--- config.mk ---
export PLATFORM = sky130hd
export DESIGN_NAME = control_unit_flat
export DESIGN_NICKNAME = d
export VERILOG_FILES = /design/src/rtl/control_unit_if.sv /design/src/rtl/control_unit.sv /design/src/flat_wrapper.sv
export SDC_FILE = /design/constraint.sdc
export NUM_CORES = 1
export LEC_CHECK = 0
export CAP_MARGIN = 10
export CORE_MARGIN = 2
export CORE_UTILIZATION = 44
export DETAILED_ROUTE_END_ITERATION = 6
export DONT_BUFFER_PORTS = 1
export GPL_TIMING_DRIVEN = 0
export SKIP_CTS_REPAIR_TIMING = 1
export SYNTH_ARGS = -nofsm -noshare
export SYNTH_HDL_FRONTEND = slang
export SYNTH_SLANG_ARGS = --single-unit
--- constraint.sdc ---
create_clock -name clk -period 3.36 [get_ports clk]
set_input_delay 0.672 -clock clk [delete_from_list [all_inputs] [get_ports clk]]
set_output_delay 0.672 -clock clk [all_outputs]
set_load 0.01 [all_outputs]
--- src/rtl/control_unit_if.sv ---
// control_unit_if: bus between the controller and the instruction memory,
// register file, ALU and data memory.
`default_nettype none

interface control_unit_if #(
  parameter int PC_W = 8
);
  logic            instr_req;
  logic [PC_W-1:0] pc;
  logic            instr_valid;
  logic [15:0]     instr_in;
  logic [3:0]      alu_op;
  logic            alu_enable;
  logic            alu_zero;
  logic [3:0]      rd_sel;
  logic [3:0]      rs1_sel;
  logic [3:0]      rs2_sel;
  logic            rf_we;
  logic            wb_sel;
  logic            mem_req;
  logic            mem_we;
  logic            mem_ready;
  logic            halted;

  modport master (
    output instr_req, pc, alu_op, alu_enable, rd_sel, rs1_sel, rs2_sel,
           rf_we, wb_sel, mem_req, mem_we, halted,
    input  instr_valid, instr_in, alu_zero, mem_ready
  );

  modport slave (
    input  instr_req, pc, alu_op, alu_enable, rd_sel, rs1_sel, rs2_sel,
           rf_we, wb_sel, mem_req, mem_we, halted,
    output instr_valid, instr_in, alu_zero, mem_ready
  );
endinterface

`default_nettype wire

--- src/rtl/control_unit.sv ---
// ---------------------------------------------------------------------------
// control_unit: multi-cycle fetch/decode/execute FSM for a 16-bit datapath.
// Optional retire counter enabled by macro CU_RETIRE_CNT_EN.  Rev 1.0
// ---------------------------------------------------------------------------
`default_nettype none

module control_unit #(
  parameter int PC_W = 8
) (
  input  logic              clk,
  input  logic              rst_n,
  control_unit_if.master    bus
`ifdef CU_RETIRE_CNT_EN
  ,
  output logic [15:0]       retire_cnt
`endif
);

  localparam logic [3:0] OP_NOP   = 4'h0;
  localparam logic [3:0] OP_ADD   = 4'h1;
  localparam logic [3:0] OP_SEQ   = 4'hA;
  localparam logic [3:0] OP_LOAD  = 4'hB;
  localparam logic [3:0] OP_STORE = 4'hC;
  localparam logic [3:0] OP_BEQ   = 4'hD;
  localparam logic [3:0] OP_JMP   = 4'hE;
  localparam logic [3:0] OP_HALT  = 4'hF;
  localparam int         JW       = (PC_W > 12) ? 12 : PC_W;

  typedef enum logic [2:0] {
    S_IDLE      = 3'd0,
    S_FETCH     = 3'd1,
    S_DECODE    = 3'd2,
    S_EXECUTE   = 3'd3,
    S_MEM       = 3'd4,
    S_WRITEBACK = 3'd5,
    S_HALT      = 3'd6
  } state_t;

  state_t          state_q, state_d;
  logic [PC_W-1:0] pc_q, pc_d;
  logic [15:0]     ir_q, ir_d;

  logic [3:0]      opcode;
  logic            is_alu;
  logic [3:0]      ex_op;
  logic [PC_W-1:0] pc_inc, pc_br, pc_jmp;

  logic            instr_req_c, alu_enable_c, rf_we_c, wb_sel_c;
  logic            mem_req_c, mem_we_c, halted_c, sel_en_c;
  logic [3:0]      alu_op_c;

  assign opcode = ir_q[15:12];
  assign is_alu = (opcode != OP_NOP) && (opcode <= OP_SEQ);
  // LOAD/STORE reuse ADD for the address, BEQ compares via SEQ.
  assign ex_op  = is_alu ? opcode : ((opcode == OP_BEQ) ? OP_SEQ : OP_ADD);
  assign pc_inc = pc_q + PC_W'(1);
  assign pc_br  = pc_inc + PC_W'($signed(ir_q[11:8]));
  assign pc_jmp = PC_W'(ir_q[JW-1:0]);

  always_ff @(posedge clk or negedge rst_n) begin
    if (!rst_n) begin
      state_q <= S_IDLE;
      pc_q    <= '0;
      ir_q    <= '0;
    end else begin
      state_q <= state_d;
      pc_q    <= pc_d;
      ir_q    <= ir_d;
    end
  end

  always_comb begin
    state_d      = state_q;
    pc_d         = pc_q;
    ir_d         = ir_q;
    instr_req_c  = 1'b0;
    alu_enable_c = 1'b0;
    alu_op_c     = 4'h0;
    rf_we_c      = 1'b0;
    wb_sel_c     = 1'b0;
    mem_req_c    = 1'b0;
    mem_we_c     = 1'b0;
    halted_c     = 1'b0;
    sel_en_c     = 1'b0;
    case (state_q)
      S_IDLE: state_d = S_FETCH;
      S_FETCH: begin
        instr_req_c = 1'b1;
        if (bus.instr_valid) begin
          ir_d    = bus.instr_in;
          state_d = S_DECODE;
        end
      end
      S_DECODE: begin
        sel_en_c = 1'b1;
        case (opcode)
          OP_NOP: begin
            pc_d    = pc_inc;
            state_d = S_FETCH;
          end
          OP_JMP: begin
            pc_d    = pc_jmp;
            state_d = S_FETCH;
          end
          OP_HALT: state_d = S_HALT;
          default: state_d = S_EXECUTE;
        endcase
      end
      S_EXECUTE: begin
        sel_en_c     = 1'b1;
        alu_enable_c = 1'b1;
        alu_op_c     = ex_op;
        if (is_alu) begin
          state_d = S_WRITEBACK;
        end else if ((opcode == OP_LOAD) || (opcode == OP_STORE)) begin
          state_d = S_MEM;
        end else begin
          // SEQ yields 1 on equality, so a clear zero flag means taken.
          pc_d    = bus.alu_zero ? pc_inc : pc_br;
          state_d = S_FETCH;
        end
      end
      S_MEM: begin
        sel_en_c     = 1'b1;
        alu_enable_c = 1'b1;
        alu_op_c     = OP_ADD;
        mem_req_c    = 1'b1;
        mem_we_c     = (opcode == OP_STORE);
        if (bus.mem_ready) begin
          if (opcode == OP_STORE) begin
            pc_d    = pc_inc;
            state_d = S_FETCH;
          end else begin
            state_d = S_WRITEBACK;
          end
        end
      end
      S_WRITEBACK: begin
        sel_en_c     = 1'b1;
        rf_we_c      = 1'b1;
        alu_enable_c = 1'b1;
        alu_op_c     = ex_op;
        wb_sel_c     = (opcode == OP_LOAD);
        pc_d         = pc_inc;
        state_d      = S_FETCH;
      end
      S_HALT: halted_c = 1'b1;
      default: state_d = S_IDLE;
    endcase
  end

  assign bus.instr_req  = instr_req_c;
  assign bus.pc         = pc_q;
  assign bus.alu_op     = alu_op_c;
  assign bus.alu_enable = alu_enable_c;
  assign bus.rd_sel     = sel_en_c ? ir_q[11:8] : 4'h0;
  assign bus.rs1_sel    = sel_en_c ? ir_q[7:4]  : 4'h0;
  assign bus.rs2_sel    = sel_en_c ? ir_q[3:0]  : 4'h0;
  assign bus.rf_we      = rf_we_c;
  assign bus.wb_sel     = wb_sel_c;
  assign bus.mem_req    = mem_req_c;
  assign bus.mem_we     = mem_we_c;
  assign bus.halted     = halted_c;

`ifdef CU_RETIRE_CNT_EN
  logic [15:0] retire_q;
  logic        retire_w;

  assign retire_w = (state_d == S_FETCH) &&
                    ((state_q == S_DECODE) || (state_q == S_EXECUTE) ||
                     (state_q == S_MEM) || (state_q == S_WRITEBACK));

  always_ff @(posedge clk or negedge rst_n) begin
    if (!rst_n) begin
      retire_q <= 16'h0000;
    end else if (retire_w) begin
      retire_q <= retire_q + 16'd1;
    end
  end

  assign retire_cnt = retire_q;
`else
`endif

endmodule

`default_nettype wire

--- src/flat_wrapper.sv ---
// flat-port wrapper written by rule: the top's interface ports become plain ports
module control_unit_flat 
#(
  parameter int PC_W = 8
)
  (clk, rst_n, bus_instr_req, bus_pc, bus_alu_op, bus_alu_enable, bus_rd_sel, bus_rs1_sel, bus_rs2_sel, bus_rf_we, bus_wb_sel, bus_mem_req, bus_mem_we, bus_halted, bus_instr_valid, bus_instr_in, bus_alu_zero, bus_mem_ready);
  control_unit_if #(.PC_W(PC_W)) bus_i ();
  input  logic clk;
  input  logic rst_n;
  output wire logic [$bits(bus_i.instr_req)-1:0] bus_instr_req;
  output wire logic [$bits(bus_i.pc)-1:0] bus_pc;
  output wire logic [$bits(bus_i.alu_op)-1:0] bus_alu_op;
  output wire logic [$bits(bus_i.alu_enable)-1:0] bus_alu_enable;
  output wire logic [$bits(bus_i.rd_sel)-1:0] bus_rd_sel;
  output wire logic [$bits(bus_i.rs1_sel)-1:0] bus_rs1_sel;
  output wire logic [$bits(bus_i.rs2_sel)-1:0] bus_rs2_sel;
  output wire logic [$bits(bus_i.rf_we)-1:0] bus_rf_we;
  output wire logic [$bits(bus_i.wb_sel)-1:0] bus_wb_sel;
  output wire logic [$bits(bus_i.mem_req)-1:0] bus_mem_req;
  output wire logic [$bits(bus_i.mem_we)-1:0] bus_mem_we;
  output wire logic [$bits(bus_i.halted)-1:0] bus_halted;
  input wire logic [$bits(bus_i.instr_valid)-1:0] bus_instr_valid;
  input wire logic [$bits(bus_i.instr_in)-1:0] bus_instr_in;
  input wire logic [$bits(bus_i.alu_zero)-1:0] bus_alu_zero;
  input wire logic [$bits(bus_i.mem_ready)-1:0] bus_mem_ready;
  assign bus_instr_req = bus_i.instr_req;
  assign bus_pc = bus_i.pc;
  assign bus_alu_op = bus_i.alu_op;
  assign bus_alu_enable = bus_i.alu_enable;
  assign bus_rd_sel = bus_i.rd_sel;
  assign bus_rs1_sel = bus_i.rs1_sel;
  assign bus_rs2_sel = bus_i.rs2_sel;
  assign bus_rf_we = bus_i.rf_we;
  assign bus_wb_sel = bus_i.wb_sel;
  assign bus_mem_req = bus_i.mem_req;
  assign bus_mem_we = bus_i.mem_we;
  assign bus_halted = bus_i.halted;
  assign bus_i.instr_valid = bus_instr_valid;
  assign bus_i.instr_in = bus_instr_in;
  assign bus_i.alu_zero = bus_alu_zero;
  assign bus_i.mem_ready = bus_mem_ready;
  control_unit #(.PC_W(PC_W)) u_core (.clk(clk), .rst_n(rst_n), .bus(bus_i));
endmodule
==> metrics.txt <==
Die Y=74.1 um; number of buffers created by CTS=3; Tightest Hold Check Type=in -> async; Final ANT Viol Nets=0; Reg clk slew, reported paths=0.10 ns; Nets=288; Die Wd=74.1 um; synth unique cells=56; Synth Warn #=0; Clock Tree Root=clkbuf_8; grt ovf=0; clock skew=0.00344 ns; pre-CTS setup slack=0.364 ns; critical path depth=11; Critical Path RT=3.53 ns; sequential share of the synthesized area=31.3%; Skew-Pair Late Insertion Delay=0.28 ns; Crit. Startpoint=u_core.bus.pc[0]; ranking of synthesized cells by area=dfrtp_1 31%, mux2_2 7.3%, ha_1 6.4%; routed wl met3=353 um; FF/Latch Area=676 um2; Worst R2R Setup Slack=0.34 ns; H-tree Lvls=1; standard-cell rows=25; Critical-path top delay cell=dfrtp_1; vias in the first global route=1661; unrepaired setup endpoints after global routing=no; Clock Tree Buf Depth=2; All-Layer GR Usage=20.0%; slew margin rel.=55.7%; VDD IR-drop max=497 uV; pwr dens=1140 mW/mm2; antenna violations before repair=0; Mapped Area=0.00216 mm2; pin count of the biggest net entering global routing=28; TritonCTS clock tree=built; Post-DP HPWL=4.10 mm; maxcap violations=0; cell breakdown of the critical path=ha_1, nand3_1, nor2_1, xor2_1, ha_1, nand2_1, a211o_1, a211oi_1, nor2_1, xor2_1, a311o_1; final number of hold-violating endpoints=0; IO buf count=0; global-route wire length before repair=8.41 mm; wl on met1=2.51 mm; total number of vias=1864; Avg Vias per Cell=5.81; layout cells sized above 1=10.2%; worst path bufs/invs=0; area share of the largest cell type after synthesis=31.3%; final worst-path cycle share=90.0%; worst setup margin=0.335 ns; Crit Reg-Reg Startpoint=u_core.bus.pc[0]; Area Overhead vs Synth=5.97%; Syn Inst Count=250; Top FF cell, synth=dfrtp_1; most common cell in the netlist=dfrtp_1; Initial Utilization=45.7%; FF+latch count, synth=27; syn_area_per_cell=8.64 um2; crit path max fanout=7; most frequent cells after synthesis=27 x dfrtp_1, 24 x nand2_1, 19 x nor2_1, 15 x o21ai_0, 14 x mux2_2; Worst setup EP type=register; drt wl/cell=16.7 um; Clock Sinks=27; Worst path max stage delay=0.53 ns; violation count after the first detailed-route iteration=117; Final Instance Count excl. Fillers=321; core area=0.00472 mm2; Leak=0.944 nW; detailed-route DRC error count=0; delay-heaviest family, CP=compound AO/OA/AOI/OAI gates; DP Cell Count=317; antenna cells=0; # IOs=52; number of synthesized flops with an enable pin=0; outcome=finished, final reports clean; Crit Path Category=reg -> reg; Total Wirelength=5.36 mm; RD Place Congestion=0.895; WP data arrival=3.20 ns; Tightest Pin Transition=0.659 ns; post-synthesis async set-or-reset flop share=100%; multi-input logic area=0.00138 mm2; Fmax=0.331 GHz; Hold WS=0.0746 ns; final-layout fill cell count=463; Final Max Slew Viols=0; DR top layer=met4; DR pass1 iterations=4; Setup crit end=u_core.bus.pc[7]; worst r2r dst=u_core.bus.pc[7]; met2 wire len=2.45 mm; Yosys top cell by area=dfrtp_1; Setup TNS Final=0 ns; final setup fails=0; Mapped Nets=283; DIE AREA=0.00548 mm2; CP startpoint kind=register; post-layout min period=3.02 ns; Reg2Reg Depth=11
-- per-stage QoR --
stage | area, um2 | power (mW) | util [%]
after floorplan | 2160 | 2.05 | -
after global placement | 2240 | 2.40 | 47.5
after detailed placement | 2240 | 2.42 | 47.5
after CTS | 2290 | 2.62 | 48.5
after global routing | 2290 | 2.87 | 48.5
final | 2290 | 2.61 | 48.5
-- power breakdown --
part	internal (mW)	switching (mW)	leakage [nW]	total, mW
Combinational	0.726	1.00	0.598	1.73
Sequential	0.485	0.199	0.323	0.684
Clock	0.0852	0.107	0.0228	0.192
-- kinds of logic (layout without fill, tap and decap cells) --
family	after synthesis	in the layout	share of synthesized area, %
AOI/OAI and AO/OA	70	70	22.5
muxes	14	14	7.30
DFF	27	27	31.3
xor gates and xnor gates	12	12	4.87
and+or+nand+nor	91	91	22.1
buffers and inverters	24	28	4.63
adders and majority gates	12	12	7.30
-- final cells by class --
type	count	area share, %
flip-flops and latches	27	29.5
clock buffers	4	1.97
inverters	9	1.48
plain buffers	15	2.90
well taps	67	3.66
multi-input cells	199	60.5
-- worst min path at each step --
stage,slack [ns],cells after the start,to,startpoint
after floorplan,0.38,0,u_core.bus.pc[0],rst_n
after global placement,0.38,0,u_core.ir_q[13],rst_n
after detailed placement,0.38,0,u_core.ir_q[13],rst_n
after CTS,0.07,0,u_core.ir_q[13],rst_n
after global routing,0.06,0,u_core.ir_q[13],rst_n
final,0.07,0,u_core.ir_q[13],rst_n
-- flip-flops by register name (all words and copies together), names as in the netlist --
| signal | cells |
|---|---|
| u_core.ir_q | 16 |
| u_core.state_q | 3 |
| u_core.bus.pc | 8 |
-- per-layer routing --
metal  vias up  track usage [%]
met5         -                0
met4         0             6.06
met3         5             3.52
met2        57             30.2
met1       885             29.2
li1        917                -
-- layout by cell type (no fill, tap or decap), drive strengths merged, types with 5 or more instances in the layout --
cell     n
nor3b    5
mux2    14
inv      8
nand2   24
ha      11
a31oi    6
nor2    19
nor2b   13
clkbuf  17
xnor2    8
nor3     5
a21oi   12
o21ai   17
nand3    7
dfrtp   27
Note: power is estimated with default switching activity, not from simulation.
